**config.mk**
```make
export PLATFORM = sky130hd
export DESIGN_NAME = uart_debug_report_tx
export DESIGN_NICKNAME = d
export VERILOG_FILES = /design/src/rtl/uart_dbg_pkg.sv /design/src/rtl/uart_debug_report_tx_byte.sv /design/src/rtl/uart_debug_report_tx.sv
export SDC_FILE = /design/constraint.sdc
export NUM_CORES = 1
export LEC_CHECK = 0
export ABC_AREA = 1
export BUFFER_PORTS_ARGS = -buffer_cell sky130_fd_sc_hd__buf_2
export CAP_MARGIN = 20
export CELL_PAD_IN_SITES_DETAIL_PLACEMENT = 0
export CELL_PAD_IN_SITES_GLOBAL_PLACEMENT = 1
export CORE_MARGIN = 10
export CORE_UTILIZATION = 45
export DETAILED_ROUTE_END_ITERATION = 8
export PLACE_DENSITY_LB_ADDON = 0.05
export SETUP_SLACK_MARGIN = 0.1
export SLEW_MARGIN = 20
export SYNTH_ARGS = -nofsm -noshare
export SYNTH_HDL_FRONTEND = slang
export SYNTH_HIERARCHICAL = 1
export SYNTH_SLANG_ARGS = --single-unit
```
**constraint.sdc**
```tcl
create_clock -name clk -period 9.3 [get_ports clk]
set_clock_uncertainty 0.1 [all_clocks]
set_input_delay 0.465 -clock clk [delete_from_list [all_inputs] [get_ports clk]]
set_output_delay 0.465 -clock clk [all_outputs]
set_load 0.02 [all_outputs]
```
**src/rtl/uart_dbg_pkg.sv**
```systemverilog
// Shared types, character constants and parameter helpers for the UART debug reporter.
package uart_dbg_pkg;

    localparam logic [7:0] AsciiCr = 8'h0D;
    localparam logic [7:0] AsciiLf = 8'h0A;

    // Report sequencer: walks the character index and hands bytes to the serialiser.
    typedef enum logic [1:0] {StIdle, StLoad, StSend, StDone} rpt_state_e;

    // Byte serialiser bit-level states.
    typedef enum logic [1:0] {TxIdle, TxStart, TxData, TxStop} tx_state_e;

    function automatic int unsigned calc_clks_per_bit(input int unsigned clk_freq,
                                                      input int unsigned baud_rate);
        return (clk_freq + baud_rate / 2) / baud_rate;
    endfunction

    function automatic int unsigned calc_msg_len(input int unsigned num_ch);
        return 5 + 11 * num_ch;
    endfunction

    function automatic logic [7:0] hex_to_ascii(input logic [3:0] nib);
        return (nib < 4'd10) ? (8'h30 + {4'h0, nib}) : (8'h37 + {4'h0, nib});
    endfunction

endpackage

```
**src/rtl/uart_debug_report_tx_byte.sv**
```systemverilog
// 8N1/8N2 byte serialiser: accepts a byte when idle, owns the frame-local baud counter.
module uart_tx_byte
    import uart_dbg_pkg::*;
#(
    parameter int unsigned ClksPerBit = 10,
    parameter int unsigned StopBits   = 1
) (
    input  logic       clk,
    input  logic       rst_n,
    input  logic       valid_i,
    input  logic [7:0] data_i,
    output logic       ready_o,
    output logic       done_o,
    output logic       tx_o
);

    localparam int unsigned    CntW     = (ClksPerBit > 1) ? $clog2(ClksPerBit) : 1;
    localparam logic [CntW-1:0] CntMax  = CntW'(ClksPerBit - 1);
    localparam logic [2:0]     LastStop = 3'(StopBits - 1);

    tx_state_e       state_q, state_d;
    logic [CntW-1:0] baud_q, baud_d;
    logic [2:0]      bit_q, bit_d;
    logic [7:0]      shift_q, shift_d;
    logic            tx_q, tx_d;
    logic            bit_end;

    assign bit_end = (baud_q == CntMax);
    assign tx_o    = tx_q;

    always_comb begin
        state_d = state_q;
        baud_d  = baud_q;
        bit_d   = bit_q;
        shift_d = shift_q;
        tx_d    = tx_q;
        done_o  = 1'b0;
        ready_o = (state_q == TxIdle);

        if (state_q != TxIdle) begin
            baud_d = bit_end ? '0 : baud_q + CntW'(1);
        end

        case (state_q)
            TxIdle: begin
                if (valid_i) begin
                    state_d = TxStart;
                    baud_d  = '0;
                    shift_d = data_i;
                    tx_d    = 1'b0;
                end
            end
            TxStart: begin
                if (bit_end) begin
                    state_d = TxData;
                    bit_d   = '0;
                    tx_d    = shift_q[0];
                end
            end
            TxData: begin
                if (bit_end) begin
                    if (bit_q == 3'd7) begin
                        state_d = TxStop;
                        bit_d   = '0;
                        tx_d    = 1'b1;
                    end else begin
                        bit_d   = bit_q + 3'd1;
                        shift_d = {1'b0, shift_q[7:1]};
                        tx_d    = shift_q[1];
                    end
                end
            end
            TxStop: begin
                if (bit_end) begin
                    if (bit_q == LastStop) begin
                        state_d = TxIdle;
                        done_o  = 1'b1;
                    end else begin
                        bit_d = bit_q + 3'd1;
                    end
                end
            end
            default: state_d = TxIdle;
        endcase
    end

    // Line must go idle-high the instant reset asserts, even mid-frame.
    always_ff @(posedge clk or negedge rst_n) begin
        if (!rst_n) begin
            state_q <= TxIdle;
            baud_q  <= '0;
            bit_q   <= '0;
            shift_q <= '0;
            tx_q    <= 1'b1;
        end else begin
            state_q <= state_d;
            baud_q  <= baud_d;
            bit_q   <= bit_d;
            shift_q <= shift_d;
            tx_q    <= tx_d;
        end
    end

endmodule

```
**src/rtl/uart_debug_report_tx.sv**
```systemverilog
// Multi-channel UART debug reporter: snapshots link status and NUM_CH words, then sends
// one ASCII line per request (periodic timer or force_report).
module uart_debug_report_tx
    import uart_dbg_pkg::*;
#(
    parameter int unsigned CLK_FREQ  = 250_000_000,
    parameter int unsigned BAUD_RATE = 115200,
    parameter int unsigned NUM_CH    = 4,
    parameter int unsigned REPORT_MS = 500,
    parameter int unsigned STOP_BITS = 1
) (
    input  logic                  clk,
    input  logic                  rst_n,
    input  logic                  enable,
    input  logic                  force_report,
    input  logic                  link_up,
    input  logic [32*NUM_CH-1:0]  ch_val,
    output logic                  uart_tx,
    output logic                  busy,
    output logic [15:0]           report_cnt,
    output logic [7:0]            drop_cnt
);

    localparam int unsigned ClksPerBit   = calc_clks_per_bit(CLK_FREQ, BAUD_RATE);
    localparam int unsigned MsgLen       = calc_msg_len(NUM_CH);
    localparam int unsigned ReportCycles = (CLK_FREQ / 1000) * REPORT_MS;
    localparam int unsigned TimerW       = (ReportCycles > 1) ? $clog2(ReportCycles) : 1;
    localparam int unsigned IdxW         = $clog2(MsgLen);
    localparam logic [TimerW-1:0] TimerLast = TimerW'(ReportCycles - 1);
    localparam logic [IdxW-1:0]   IdxLast   = IdxW'(MsgLen - 1);

    rpt_state_e           state_q, state_d;
    logic [TimerW-1:0]    timer_q, timer_d;
    logic [IdxW-1:0]      idx_q, idx_d;
    logic                 pending_q, pending_d;
    logic [15:0]          report_q, report_d;
    logic [7:0]           drop_q, drop_d;
    logic                 snap_link_q, snap_link_d;
    logic [32*NUM_CH-1:0] snap_ch_q, snap_ch_d;

    logic       tick, req;
    logic       byte_valid, byte_ready, byte_done;
    logic [7:0] char;

    assign tick    = enable && (timer_q == TimerLast);
    assign req     = tick || force_report;
    assign timer_d = (!enable || tick) ? '0 : timer_q + TimerW'(1);

    // Character at idx_q, drawn only from the snapshot so live inputs cannot leak in.
    always_comb begin
        char = AsciiLf;
        if (idx_q == IdxW'(0)) begin
            char = 8'h4C;
        end else if (idx_q == IdxW'(1)) begin
            char = 8'h3D;
        end else if (idx_q == IdxW'(2)) begin
            char = {7'h18, snap_link_q};
        end else if (idx_q == IdxW'(MsgLen - 2)) begin
            char = AsciiCr;
        end
        for (int k = 0; k < NUM_CH; k++) begin
            if (idx_q == IdxW'(3 + 11 * k)) char = 8'h20;
            if (idx_q == IdxW'(4 + 11 * k)) char = 8'(48 + k);
            if (idx_q == IdxW'(5 + 11 * k)) char = 8'h3D;
            for (int d = 0; d < 8; d++) begin
                if (idx_q == IdxW'(6 + 11 * k + d)) begin
                    char = hex_to_ascii(snap_ch_q[32 * k + 4 * (7 - d) +: 4]);
                end
            end
        end
    end

    always_comb begin
        state_d     = state_q;
        idx_d       = idx_q;
        pending_d   = pending_q;
        report_d    = report_q;
        drop_d      = drop_q;
        snap_link_d = snap_link_q;
        snap_ch_d   = snap_ch_q;
        byte_valid  = 1'b0;

        if (state_q != StIdle && req) begin
            if (!pending_q) begin
                pending_d = 1'b1;
            end else if (drop_q != 8'hFF) begin
                drop_d = drop_q + 8'd1;
            end
        end

        case (state_q)
            StIdle: begin
                if (req || pending_q) begin
                    snap_link_d = link_up;
                    snap_ch_d   = ch_val;
                    idx_d       = '0;
                    state_d     = StLoad;
                    // A request landing on the pending-start cycle re-arms the flag.
                    pending_d   = pending_q && req;
                end
            end
            StLoad: begin
                byte_valid = 1'b1;
                if (byte_ready) state_d = StSend;
            end
            StSend: begin
                if (byte_done) begin
                    if (idx_q == IdxLast) begin
                        state_d = StDone;
                    end else begin
                        idx_d   = idx_q + IdxW'(1);
                        state_d = StLoad;
                    end
                end
            end
            StDone: begin
                report_d = report_q + 16'd1;
                state_d  = StIdle;
            end
            default: state_d = StIdle;
        endcase
    end

    always_ff @(posedge clk or negedge rst_n) begin
        if (!rst_n) begin
            state_q     <= StIdle;
            timer_q     <= '0;
            idx_q       <= '0;
            pending_q   <= 1'b0;
            report_q    <= '0;
            drop_q      <= '0;
            snap_link_q <= 1'b0;
            snap_ch_q   <= '0;
        end else begin
            state_q     <= state_d;
            timer_q     <= timer_d;
            idx_q       <= idx_d;
            pending_q   <= pending_d;
            report_q    <= report_d;
            drop_q      <= drop_d;
            snap_link_q <= snap_link_d;
            snap_ch_q   <= snap_ch_d;
        end
    end

    uart_tx_byte #(
        .ClksPerBit(ClksPerBit),
        .StopBits  (STOP_BITS)
    ) u_tx_byte (
        .clk    (clk),
        .rst_n  (rst_n),
        .valid_i(byte_valid),
        .data_i (char),
        .ready_o(byte_ready),
        .done_o (byte_done),
        .tx_o   (uart_tx)
    );

    // Held high across the idle cycle that launches a pending report.
    assign busy       = (state_q != StIdle) || pending_q;
    assign report_cnt = report_q;
    assign drop_cnt   = drop_q;

endmodule

```
==> Yosys cells after proc, flatten, opt, wreduce, memory -nomap -nowiden <==
Index checks and enable logic that the tools add are counted.
{ "classes": {"n_reduce_logical": 26, "magnitude_cmp": 32, "n_addsub": 70, "n_eq_ne": 70, "n_mux": 123} }
{ "op_table": {"columns": ["op", "count"], "rows": [
  ["6-bit by 4-bit adder with 7-bit output (first input constant)", 64],
  ["8-bit two-way mux", 48],
  ["7-bit two-way mux", 32],
  ["4-bit less-than comparator (second input constant)", 32],
  ["6-bit equality test (second input constant)", 17],
  ["6-bit by 5-bit equality test with 1-bit output (second input constant)", 16],
  ["6-bit by 4-bit equality test with 1-bit output (second input constant)", 8],
  ["12-bit two-way mux", 4],
  ["6-bit two-way mux", 5],
  ["27-bit by 1-bit adder with 27-bit output (second input constant)", 1],
  ["27-bit equality test (second input constant)", 1],
  ["27-bit two-way mux", 1],
  ["6-bit by 3-bit equality test with 1-bit output (second input constant)", 4],
  ["2-bit two-way mux", 10],
  ["3-bit two-way mux", 6],
  ["16-bit by 1-bit adder with 16-bit output (second input constant)", 1],
  ["2-bit one-hot mux with 4 select lines", 2],
  ["8-bit one-hot mux with 2 select lines", 1],
  ["2-bit inequality test (second input constant)", 7],
  ["12-bit by 1-bit adder with 12-bit output (second input constant)", 1],
  ["12-bit equality test (second input constant)", 1],
  ["6-bit by 2-bit equality test with 1-bit output (second input constant)", 2],
  ["6-bit one-hot mux with 2 select lines", 1],
  ["4-bit AND reduction", 3],
  ["24 further kinds", 53]
]} }
{ "totals": {"in_bits": 133, "out_inout_bits": 26, "regBits": 215, "wordCells": 334} }

==> Longest topological paths before layout <==
{ "logic_depth": {"ltp_word": 51, "ltp_mapped": 65, "mapped_depth_nobuf": 65} }

==> Modules after synthesis <==
The synthesis kept the hierarchy.
{ "by_module_without_submodules": {"columns": ["module", "n_inst", "area_each_um2", "cells_each", "seq_area_each_um2"], "rows": [
  ["uart_debug_report_tx", 1, 12333.1, 1826, 4729.5],
  ["uart_tx_byte", 1, 1611.5, 195, 651.9]
]} }

==> Worst setup path before layout <==
No wires, ideal clock.
{ "synth_path": {"path_type": "flip-flop to flip-flop", "startpoint": "register idx_q[5]", "endpoint": "register u_tx_byte.shift_q[6]", "setup_time_ps": 122, "n_path_buf": 1, "t_arrival_ps": 3759, "stages_incl_launch_ff": 56, "slack_ps": 5319, "synth_period_minus_slack_ps": 3981, "required_ps": 9078, "path_cell_list": "dfrtp_1 > nor2_4 > inv_2 > buf_4 > nor2_1 > o21ai_0 > nand2_1 > nand2_1 > nand2_1 > nand2_1 > nand2_1 > nand2_1 > nand2_1 > nand2_1 > nand2_1 > nand2_1 > nand2_1 > nand2_1 > (+20 left out) > nand2_1 > nand2_1 > nand2_1 > nand2_1 > nand2_1 > nand3_1 > nand2_1 > nand2_1 > nand2_1 > nand2_1 > nand2_1 > nand3_1 > nand2_1 > nand2_1 > nand2_1 > nand2_1 > mux2i_1 > o21ai_2"} }
{ "synth_via": {"elab_chain_len": 48, "elab_cells_between_ends": 92, "cone_classes": "eq/ne: 44; mux: 47; reduce/logical: 1"} }
{ "synth_lines": {"columns": ["element", "line_no", "text"], "rows": [
  ["start: declaration", "uart_debug_report_tx.sv:34", "logic [IdxW-1:0] idx_q, idx_d;"],
  ["start signal: assignment", "uart_debug_report_tx.sv:137", "idx_q <= idx_d;"],
  ["6-bit zero test", "uart_debug_report_tx.sv:52", "if (idx_q == IdxW'(0)) begin"],
  ["8-bit two-way mux", "uart_debug_report_tx.sv:52", null],
  ["8-bit two-way mux", "uart_debug_report_tx.sv:62", "if (idx_q == IdxW'(3 + 11 * k)) char = 8'h20;"],
  ["8-bit two-way mux", "uart_debug_report_tx.sv:63", "if (idx_q == IdxW'(4 + 11 * k)) char = 8'(48 + k);"],
  ["8-bit two-way mux", "uart_debug_report_tx.sv:64", "if (idx_q == IdxW'(5 + 11 * k)) char = 8'h3D;"],
  ["8-bit two-way mux (8 in a row)", "uart_debug_report_tx.sv:66", "if (idx_q == IdxW'(6 + 11 * k + d)) begin"],
  ["8-bit two-way mux", "uart_debug_report_tx.sv:62", null],
  ["8-bit two-way mux", "uart_debug_report_tx.sv:63", null],
  ["(+20 left out)", null, null],
  ["8-bit two-way mux", "uart_debug_report_tx.sv:62", null],
  ["8-bit two-way mux", "uart_debug_report_tx.sv:63", null],
  ["8-bit two-way mux", "uart_debug_report_tx.sv:64", null],
  ["8-bit two-way mux (7 in a row)", "uart_debug_report_tx.sv:66", null],
  ["8-bit two-way mux *", "uart_debug_report_tx.sv:66", null],
  ["via char[6]", "uart_debug_report_tx.sv:43", "logic [7:0] char;"],
  ["8-bit two-way mux *", "uart_debug_report_tx_byte.sv:46", "if (valid_i) begin"],
  ["8-bit one-hot mux with 2 select lines *", "uart_debug_report_tx_byte.sv:44", "case (state_q)"],
  ["end signal: assignment", "uart_debug_report_tx_byte.sv:99", "shift_q <= shift_d;"],
  ["end: declaration", "uart_debug_report_tx_byte.sv:24", "logic [7:0] shift_q, shift_d;"]
]} }
The timed path passes the listed nets; every way through them passes the cells marked *. The select of a mux whose other input is x is not followed.
A chain may end at the register's enable or synchronous reset.

==> Worst setup path after layout <==
{ "layout_path": {"startpoint": "register idx_q[4]", "endpoint": "register u_tx_byte.shift_q[1]"} }
{ "layout_via": {"elab_chain_len": 51, "elab_cells_between_ends": 98, "cone_classes": "eq/ne: 47; mux: 50; reduce/logical: 1"} }
{ "layout_lines": {"columns": ["element", "line_no", "text"], "rows": [
  ["6-bit equality test", "uart_debug_report_tx.sv:58", "end else if (idx_q == IdxW'(MsgLen - 2)) begin"],
  ["3-bit two-way mux", "uart_debug_report_tx.sv:58", null],
  ["6-bit two-way mux", "uart_debug_report_tx.sv:56", "end else if (idx_q == IdxW'(2)) begin"],
  ["6-bit two-way mux", "uart_debug_report_tx.sv:54", "end else if (idx_q == IdxW'(1)) begin"],
  ["8-bit two-way mux", "uart_debug_report_tx.sv:52", null],
  ["8-bit two-way mux", "uart_debug_report_tx.sv:62", null],
  ["8-bit two-way mux", "uart_debug_report_tx.sv:63", null],
  ["8-bit two-way mux", "uart_debug_report_tx.sv:64", null],
  ["(+30 left out)", null, null],
  ["8-bit two-way mux", "uart_debug_report_tx.sv:62", null],
  ["8-bit two-way mux", "uart_debug_report_tx.sv:63", null],
  ["8-bit two-way mux", "uart_debug_report_tx.sv:64", null],
  ["8-bit two-way mux (7 in a row)", "uart_debug_report_tx.sv:66", null],
  ["8-bit two-way mux *", "uart_debug_report_tx.sv:66", null],
  ["via char[1]", "uart_debug_report_tx.sv:43", null],
  ["8-bit two-way mux *", "uart_debug_report_tx_byte.sv:46", null],
  ["8-bit one-hot mux with 2 select lines *", "uart_debug_report_tx_byte.sv:44", null]
]} }
Marks and branches as above.

==> out/summary.txt <==
Status: complete, no violations
Fill count: 3193
H-tree levels: 1
WL per Instance: 15.5 microns
First-pass GRT wire length: 66700 microns
P&R area growth vs syn: 14.5%
Synth top area cells: dfrtp_1 38%, nand2_1 16%, o21ai_0 8.8%, inv_1 7.2%, nand3_1 4.7%
CTS tree: done
CP startpoint kind: flop
Total gr overflow: 0
Core ar.: 30600 sq um
DP Cell Count: 2543
CTS max path bufs: 3
Vias in the first global route: 13300
Synthesized Nets: 2202
Arr. time, crit path: 5670 ps
Slew headroom: 0.401
Pwr Total: 4.62 mW
CTS Sinks: 215
Min-delay src: ch_val[74]
R2r startpoint: idx_q[4]
Port bufs: 158
Iteration-0 DRC Markers: 738
Yosys cell types: 50
Routed WL: 40200 microns
Crit path max-delay family: simple AND/OR/NAND/NOR gates
Horiz. Die Dim: 196 microns
DRC: 0
Leakage power: 8.00 nW
Syn Inst Count: 2021
DP Worst Slack: 4040 ps
Final setup violation count: 0
Avg Cell Area, Syn: 6.90 sq um
CP most frequent cell: nand2_1
CTS clock-pin slew for the worst setup and hold paths: 60 ps
Final Worst Setup Slack: 3990 ps
Endpoint class of the critical path: flop
Vias: 13286
Number of buffers and inverters on the critical path: 1
DP HPWL: 31100 microns
Die area: 38400 sq um
IO Pins: 159
Ys flop type: dfrtp_1
Row count: 64
WS Path Type: flop to flop
CP peak stage delay: 440 ps
Worst Hold Path EP: snap_ch_q[74]
First-pass DRT Iterations: 5
Total negative slack: 0 ps
Maxcap violations: 0
Worst-margin pin slew: 896 ps
Ant diodes: 0
Yosys warns: 6
Antenna viol nets, final: 0
Routability cong.: 0.904
Non-Filler Instances: 2593
Register area share after synthesis: 0.386
Worst Reg2Reg Path Length in Cells: 44
Tot GR Track Use: 0.206
Maximum VDD drop: 0.000159 V
Final hold vios: 0
Hold Crit Class: input port to flop
Worst R2R End: u_tx_byte/shift_q[1]
Initial antenna violation count: 1
RSZ-0062 raised after global routing: no
Die Y: 196 microns
Hold path cells: 3
Vias per cell: 5.12
CP max FO: 16
Worst skew pair latency: 540 ps
Post-route minimum period: 5310 ps
Post-synth ARST share: 1.00
Initial Util: 0.456
Post-synth top area share: 0.384
Post-synth EDFFs: 0
R2r setup slk: 3990 ps
Ratio of cells with drive above 1 in the final layout: 0.116
Largest net degree at the start of global routing: 96
Pwr/cell area: 289 nW/um^2
Slew Viols, Final: 0
Post-Syn Area: 13900 sq um
Largest area contributor in the netlist: dfrtp_1
Synth Register Bits: 215
Worst path slowest cell: dfrtp_1
F_max: 188 MHz
CTS Buf Count: 26
Hold slack final: 19.6 ps
Worst Path Required: 9660 ps
Clock root buffer: clkbuf_16
Nets@finish: 2358
Period Utilization, post-route: 0.571
==> flip-flops by register name, summed over array words and instances, names as in the netlist <==
name / flops
drop_cnt: 8
idx_q: 6
pending_q: 1
report_cnt: 16
snap_ch_q: 128
snap_link_q: 1
state_q: 2
timer_q: 27
u_tx_byte/baud_q: 12
u_tx_byte/bit_q: 3
u_tx_byte/shift_q: 8
u_tx_byte/state_q: 2
u_tx_byte/tx_o: 1
==> logic make-up after synthesis <==
logic type	after synthesis	share of synthesized area
xor gates and xnor gates	41	0.0258
other	1	0.000269
DFF	215	0.386
AOI/OAI and AO/OA	412	0.156
and+or+nand+nor	974	0.294
adders and majority gates	48	0.0431
buffers and inverters	321	0.0877
muxes	9	0.00664
==> Yosys cell counts (all sizes together) (2+ instances only) <==
| master | number |
|---|---|
| nand2 | 606 |
| inv | 278 |
| o21ai | 265 |
| dfrtp | 214 |
| nor2 | 153 |
| nand3 | 134 |
| a21oi | 108 |
| ha | 48 |
| xor2 | 33 |
| clkbuf | 31 |
| nor3 | 30 |
| nand4 | 17 |
| o211ai | 12 |
| nor3b | 11 |
| or2 | 11 |
| xnor2 | 8 |
| a31oi | 7 |
| mux2i | 7 |
| nor4 | 7 |
| buf | 6 |
| clkinv | 6 |
| o22ai | 5 |
| nand3b | 3 |
| o21a | 3 |
| o31ai | 3 |
| a221oi | 2 |
| mux2 | 2 |
| o21bai | 2 |
| o221ai | 2 |
==> power breakdown <==
part | switching, mW | total, mW | internal, mW
Clock | 0.411 | 0.974 | 0.562
Combinational | 1.43 | 2.11 | 0.680
Sequential | 0.240 | 1.54 | 1.30
==> what timing repair did <==
action	in CTS	in global routing
hold endpoints to repair	93	0
buffers inserted	0	0
hold buffers	2	0
resized for setup	0	0
==> area by class of cell <==
cell class | count | area [sq um] | area share
Clock buffer | 38 | 757 | 0.0474
Clock inverter | 10 | 55.1 | 0.00345
Inverter | 284 | 1070 | 0.0672
Multi-Input combinational cell | 1485 | 7340 | 0.460
Sequential cell | 215 | 5380 | 0.337
Tap cell | 396 | 495 | 0.0310
Timing Repair Buffer | 165 | 858 | 0.0538
==> worst reg2reg max path, delay by kind of cell (launching register included) <==
| kind | cells | cell delay [ps] |
|---|---|---|
| buf+inv | 1 | 110 |
| flops | 1 | 440 |
| mux | 1 | 70 |
| compound gates | 8 | 1410 |
| simple gates | 34 | 3080 |
==> per-stage QoR <==
step / cell area, sq um / util
6_report: 16000 / 0.522
3_5_place_dp: 15100 / 0.495
2_1_floorplan: 13900 / -
3_3_place_gp: 15100 / 0.495
5_1_grt: 16000 / 0.522
4_1_cts: 16000 / 0.522
==> routing by layer <==
metal	global-route usage	part of all wire	vias up
met3	0.0300	0.042	59
met5	0	0	-
met4	0.0549	0.025	0
met1	0.277	0.48	6126
li1	-	-	6842
met2	0.337	0.45	259
==> cell usage in the layout (no fill, tap or decap), types with 3 or more instances in the layout <==
cell type  synthesis  layout
nor2_2             3       3
nor3b_1           11      11
inv_2             11      11
o21ai_0          245     245
o22ai_1            5       5
nand3b_1           3       3
or2_2             10      10
nand4_1           17      17
o21a_1             3       3
o211ai_1          12      12
nand3_1          130     130
inv_1            267     266
dfrtp_1          214     214
o21ai_1           12      12
clkbuf_16          0      27
clkbuf_8           0       4
xor2_1            33      33
nor3_1            30      30
nand3_2            3       3
clkbuf_1          31       7
clkinv_1           5       5
ha_1              48      48
nor4_1             7       7
a31oi_1            7       7
nor2_1           145     145
clkinv_2           1       9
o21ai_2            8       8
buf_4              2       5
mux2i_1            7       7
xnor2_1            8       8
buf_2              1     157
a21oi_1          108     108
nor2_4             5       5
nand2_2            3       3
nand2_1          601     601
o31ai_1            3       3
==> worst max path at each step <==
stage / endpoint / startpoint / cells after the start
after floorplan: u_tx_byte/shift_q[6] / idx_q[5] / 55
after detailed placement: u_tx_byte/shift_q[1] / idx_q[0] / 46
after global routing: u_tx_byte/shift_q[1] / idx_q[4] / 44
final: u_tx_byte/shift_q[1] / idx_q[4] / 44
after global placement: u_tx_byte/shift_q[1] / idx_q[0] / 46
after CTS: u_tx_byte/shift_q[1] / idx_q[0] / 46
No activity file was read; power rests on OpenSTA's default activity.
